`src/rtl/pc_fetch.sv`:
```
// Fetch stage of the single-cycle core: owns the architectural PC, issues one
// instruction-memory request at a time and presents the fetched word to decode.
module pc_fetch #(
  parameter logic [31:0] RESET_PC    = 32'h0000_0000,
  parameter bit          ALIGN_CHECK = 1'b1
) (
  input  logic        clk,
  input  logic        rst,
  input  logic [31:0] npc,
  input  logic        instr_ack,
  output logic        imem_req,
  output logic [31:0] imem_addr,
  input  logic        imem_ready,
  input  logic        imem_rvalid,
  input  logic [31:0] imem_rdata,
  output logic [31:0] pc,
  output logic [31:0] instr,
  output logic        instr_valid,
  output logic        misalign_err,
  output logic [31:0] fetch_count
);

  // Handshakes: a request transfers on a cycle with imem_req && imem_ready;
  // imem_req and imem_addr stay stable until then. A response is taken only in
  // S_WAIT on imem_rvalid. instr_ack transfers the held instruction and is
  // honoured only while instr_valid is high.
  typedef enum logic [1:0] {
    S_REQ  = 2'd0,
    S_WAIT = 2'd1,
    S_HOLD = 2'd2,
    S_ERR  = 2'd3
  } state_t;

  state_t      state_q, state_d;
  logic [31:0] pc_q, pc_d;
  logic [31:0] instr_q, instr_d;
  logic [31:0] count_q, count_d;
  logic        valid_q, valid_d;
  logic        err_q, err_d;
  logic        npc_misaligned;
  logic [31:0] npc_commit;

  assign npc_misaligned = ALIGN_CHECK && (npc[1:0] != 2'b00);
  assign npc_commit     = ALIGN_CHECK ? npc : {npc[31:2], 2'b00};

  always_ff @(posedge clk or posedge rst) begin
    if (rst) begin
      state_q <= S_REQ;
      pc_q    <= RESET_PC;
      instr_q <= 32'h0;
      count_q <= 32'h0;
      valid_q <= 1'b0;
      err_q   <= 1'b0;
    end else begin
      state_q <= state_d;
      pc_q    <= pc_d;
      instr_q <= instr_d;
      count_q <= count_d;
      valid_q <= valid_d;
      err_q   <= err_d;
    end
  end

  always_comb begin
    state_d = state_q;
    pc_d    = pc_q;
    instr_d = instr_q;
    count_d = count_q;
    valid_d = valid_q;
    err_d   = err_q;
    case (state_q)
      S_REQ: begin
        // Any imem_rvalid here belongs to a request cancelled by reset.
        if (imem_ready) state_d = S_WAIT;
      end
      S_WAIT: begin
        if (imem_rvalid) begin
          instr_d = imem_rdata;
          valid_d = 1'b1;
          state_d = S_HOLD;
        end
      end
      S_HOLD: begin
        if (instr_ack) begin
          count_d = count_q + 32'd1;
          valid_d = 1'b0;
          if (npc_misaligned) begin
            pc_d    = npc;
            err_d   = 1'b1;
            state_d = S_ERR;
          end else begin
            pc_d    = npc_commit;
            state_d = S_REQ;
          end
        end
      end
      S_ERR: begin
        valid_d = 1'b0;
        err_d   = 1'b1;
      end
      default: state_d = S_REQ;
    endcase
  end

  assign imem_req     = (state_q == S_REQ);
  assign imem_addr    = pc_q;
  assign pc           = pc_q;
  assign instr        = instr_q;
  assign instr_valid  = valid_q;
  assign misalign_err = err_q;
  assign fetch_count  = count_q;

endmodule

```
`config.mk`:
```
export PLATFORM = sky130hd
export DESIGN_NAME = pc_fetch
export DESIGN_NICKNAME = d
export VERILOG_FILES = /design/src/rtl/pc_fetch.sv
export SDC_FILE = /design/constraint.sdc
export NUM_CORES = 1
export LEC_CHECK = 0
export ABC_AREA = 1
export BUFFER_PORTS_ARGS = -buffer_cell sky130_fd_sc_hd__buf_2
export CORE_AREA = 4 4 106 108
export CTS_CLUSTER_DIAMETER = 80
export CTS_CLUSTER_SIZE = 10
export DETAILED_ROUTE_END_ITERATION = 12
export DIE_AREA = 0 0 110 112
export GPL_ROUTABILITY_DRIVEN = 0
export GPL_TIMING_DRIVEN = 0
export MAX_ROUTING_LAYER = met4
export PLACE_DENSITY = 0.76
export SETUP_SLACK_MARGIN = 0.05
export SLEW_MARGIN = 25
export SYNTH_ARGS = -nofsm -noshare
export SYNTH_HDL_FRONTEND = slang
export SYNTH_SLANG_ARGS = --single-unit
```
`constraint.sdc`:
```
create_clock -name clk -period 5.1 [get_ports clk]
set_input_delay 1.02 -clock clk [delete_from_list [all_inputs] [get_ports clk]]
set_output_delay 1.02 -clock clk [all_outputs]
set_load 0.1 [all_outputs]
```
# Word-level counts from Yosys, hierarchy flattened
# Index checks and enable logic that the tools add are counted.
# word_totals
elab_cells	35
reg_bits	100
inputBits	69
output_inout_bits	131
# op_classes
reduce_logical	10
add_sub_neg	1
n_eq_ne	7
mux	11
# op_table
cell	count
$add 32x1->32 const B	1
$mux 2	4
$ne 2x2->1 const B	3
$pmux 2 s3	1
$reduce_and 3->1	2
$reduce_bool 3->1	2
$eq 2x2->1 const B	2
$mux 1	4
$reduce_and 2->1	2
$reduce_and 4->1	1
$reduce_bool 2->1	2
$pmux 1 s3	1
$eq 2x1->1 const B	1
$logic_not 2->1	1
$ne 2x1->1 const B	1
$pmux 1 s2	1

# Longest topological paths before layout
# depth
depth_word	4
depth_mapped	10
ltp_nobuf	10

# Worst setup path after synthesis
# Ideal clock, no wire load.
# synth_timing
kind	flip-flop to output port
start	register pc_q[0] (netlist: imem_addr[0])
end	output port pc[0]
t_required_ps	4080
path_buffers	1
setup_slack_ps	2740
arrival_time_ps	1340
stages_incl_launch_ff	2
cell_sequence	dfrtp_1 buf_4
# synth_rtl
element	line_no	text
start, declared	35	logic [31:0] pc_q, pc_d;
start signal, assigned	56	pc_q <= pc_d;
end, declared	16	output logic [31:0] pc,
# No word-level cell between the ends.

# Worst setup path after layout
# layout_timing
start	register state_q[0]
end	output port imem_req
# layout_via
elab_chain_len	1
# layout_rtl
element	line_no	text
start, declared	34	state_t state_q, state_d;
start signal, assigned	55	state_q <= state_d;
$logic_not 2->1	105	assign imem_req = (state_q == S_REQ);
end, declared	11	output logic imem_req,
# Every way passes these cells.

==> summary.txt <==
Setup path
  • Worst EP required: 4.08 ns
  • Critical Path Source Type: register
  • Crit-path slowest cell: buf_2
  • Largest stage delay, worst path: 0.43 ns
  • Arrival time worst endpoint: 1.49 ns
  • Cell Chain, Critical Path: inv_1 -> ha_1 -> buf_2
  • R2R cell count: 8
  • CP Capture Type: output pin
  • CP Class: register to output pin
  • Worst-path maximum fanout: 3

Floorplanning
  • I/O pin cnt: 200
  • Initial Utilization: 0.464
  • Core area: 0.0102 mm^2
  • Die Y-Extent: 112 um
  • Die Area: 0.0123 mm^2
  • DIE WIDTH: 110 um
  • Rows: 37

Route
  • Pre-antenna DRT Iters: 5
  • Final WL: 12.0 mm
  • DR WL/cell: 13.9 um
  • DRC viols: 0
  • Vias per inst: 4.65
  • ANT nets after route: 0
  • Total number of vias: 4,021
  • DR iter-0 viols: 137

Place
  • IO buf count: 199
  • HPWL after DPL: 9.34 mm
  • Post-DP Area: 0.00595 mm^2

GRT
  • Largest net degree at the start of global routing: 76
  • First-pass GRT wire length: 19.8 mm
  • Initial antenna violation count: 0
  • Total track usage: 0.208
  • Overflow after GRT: 0
  • Vias in the first global route: 4,176

STA
  • Slew HR: 0.659
  • Setup TNS: 0 ns
  • Final Hold Vio Count: 0
  • Period utilization: 0.493
  • Max Clk Rate: 398 MHz
  • Pins Over Slew Limit: 0
  • Final Skew: 0.0160 ns
  • Endpoints failing setup: 0
  • Post-layout min period: 2.51 ns
  • RSZ-0062 raised after global routing: false
  • Tightest Pin Transition: 0.516 ns

Yosys
  • Synth top area share: 0.527
  • Syn Area/Cell: 9.25 um^2
  • Dominant cells by area after synthesis: dfrtp_1 53%, nand2_1 14%, mux2_2 7.6%, buf_4 5.1%, inv_1 2.8%
  • Asr flop ratio synth: 1.00
  • Main combinational cell family by area after synthesis: simple AND/OR/NAND/NOR gates
  • Compound-cell area share of the yosys netlist: 0.0140
  • Post-Synthesis Cells: 513
  • Simple-Gate Fraction of Synth Area: 0.253
  • Post-synth EDFFs: 0
  • Yosys top cell by area: dfrtp_1
  • Yosys warnings: 0
  • Post-Synth Adder-Cell Area: 0.0132
  • List of most frequent post-synthesis cells: 183 x nand2_1, 100 x dfrtp_1, 36 x inv_1
  • Main synth FF type: dfrtp_1
  • Post-synth cell types: 26
  • Multiplexer share of the synthesized area: 0.0759
  • Most common cell in the netlist: nand2_1
  • Post-synthesis sequential area ratio: 0.527
  • Synth Area in XOR/XNOR: 0.0258
  • Synth Cell Area: 0.00475 mm^2
  • Seq cells post-synth: 100
  • Syn Nets: 587

Clock network
  • CTS H-tree lvls: 3
  • Num CTS Buffers: 9
  • PostCTS Resize Cnt: 0
  • Hold-fix buffers, CTS: 0
  • Clk Latency, worst-skew pair: 0.36 ns
  • CTS Buffer Depth: 2
  • Clock Sink Count: 100
  • CTS tree: done
  • CTS root buf: clkbuf_8
  • Setup bufs post-CTS: 0
  • Reg clk slew, reported paths: 0.10 ns

Layout
  • Fill count: 894
  • Layout cell share with drive strength beyond 1: 0.429
  • Area growth syn-to-layout: 29.6%
  • Util after Layout: 0.601
  • Antenna Diode Count: 0
  • Final net count: 798
  • Fin area: 0.00615 mm^2

Worst hold path
  • Hold Crit Depth: 2
  • Hold Crit Class: register to register

Outcome
  • Run status: complete, no violations

Run
  • # Max-Cap Violations: 0
[per-stage QoR]
stage	hold slack [ns]	instances	worst slack [ns]
after floorplan	0.503	513	1.46
after global placement	0.459	848	0.354
after detailed placement	0.463	849	2.95
after CTS	0.484	865	2.56
after global routing	0.531	865	2.52
final	0.481	865	2.59
[logic make-up (layout without fill, tap and decap cells)]
group	after synthesis	after routing
XOR/XNOR	14	14
multiplexers	32	32
AO/OA/AOI/OAI	13	13
adder cells (fa/ha/maj)	5	5
AND/OR/NAND/NOR	268	268
flip-flops	100	100
buffers and inverters	81	297
[critical path, delay by kind of cell (launching register included)]
kind | cells | cell delay [ns]
buffers and inverters | 2 | 0.54
adders and majority gates | 1 | 0.18
DFF | 1 | 0.42
[per-layer routing]
metal | GRT usage | vias up | wire (um)
met4 | 0.0665 | 0 | 218
met3 | 0.0325 | 22 | 677
met2 | 0.350 | 140 | 6250
met5 | - | - | 0
li1 | - | 1985 | -
met1 | 0.255 | 1874 | 4890
[final cells by class]
type | count | area (um^2) | share of cell area
Sequential cell | 100 | 2500 | 0.407
Multi-Input combinational cell | 332 | 1810 | 0.295
Timing Repair Buffer | 200 | 1020 | 0.166
Buffer | 43 | 288 | 0.0468
Tap cell | 136 | 170 | 0.0277
Inverter | 38 | 148 | 0.0240
Clock buffer | 10 | 138 | 0.0224
Clock inverter | 6 | 68.8 | 0.0112
[sequential cells by signal, indices dropped and copies added, names as in the netlist]
| register | count |
|---|---|
| fetch_count | 32 |
| instr_valid | 1 |
| instr | 32 |
| misalign_err | 1 |
| imem_addr | 32 |
| state_q | 2 |
[cell usage in the layout, fill, tap and decap left out, drive strengths merged, types with 2 or more instances in the layout]
cell    count
xor2        7
xnor2       7
ha          5
a21oi       4
nand4       7
nand3b      6
o21ai       8
clkinv      2
clkbuf     16
buf       237
nand2     189
inv        40
dfrtp     100
nor2       51
nand3      14
mux2       32
[final timing paths]
path,slack [ns],startpoint,end
max in group asynchronous,3.82,rst,imem_addr[20]$_DFFE_PP0P_
worst max register to register,3.37,state_q[0]$_DFFE_PP0P_,fetch_count[20]$_DFFE_PP0P_
min in group asynchronous,0.62,rst,instr[28]$_DFFE_PP0P_
worst max-delay path,2.59,state_q[0]$_DFFE_PP0P_,imem_req
worst min-delay path,0.48,misalign_err$_DFFE_PP0P_,misalign_err$_DFFE_PP0P_
worst min register to register,0.48,misalign_err$_DFFE_PP0P_,misalign_err$_DFFE_PP0P_
Power is not shown: default switching activity piles up to over one toggle a cycle in this logic, so the estimate is an artifact.
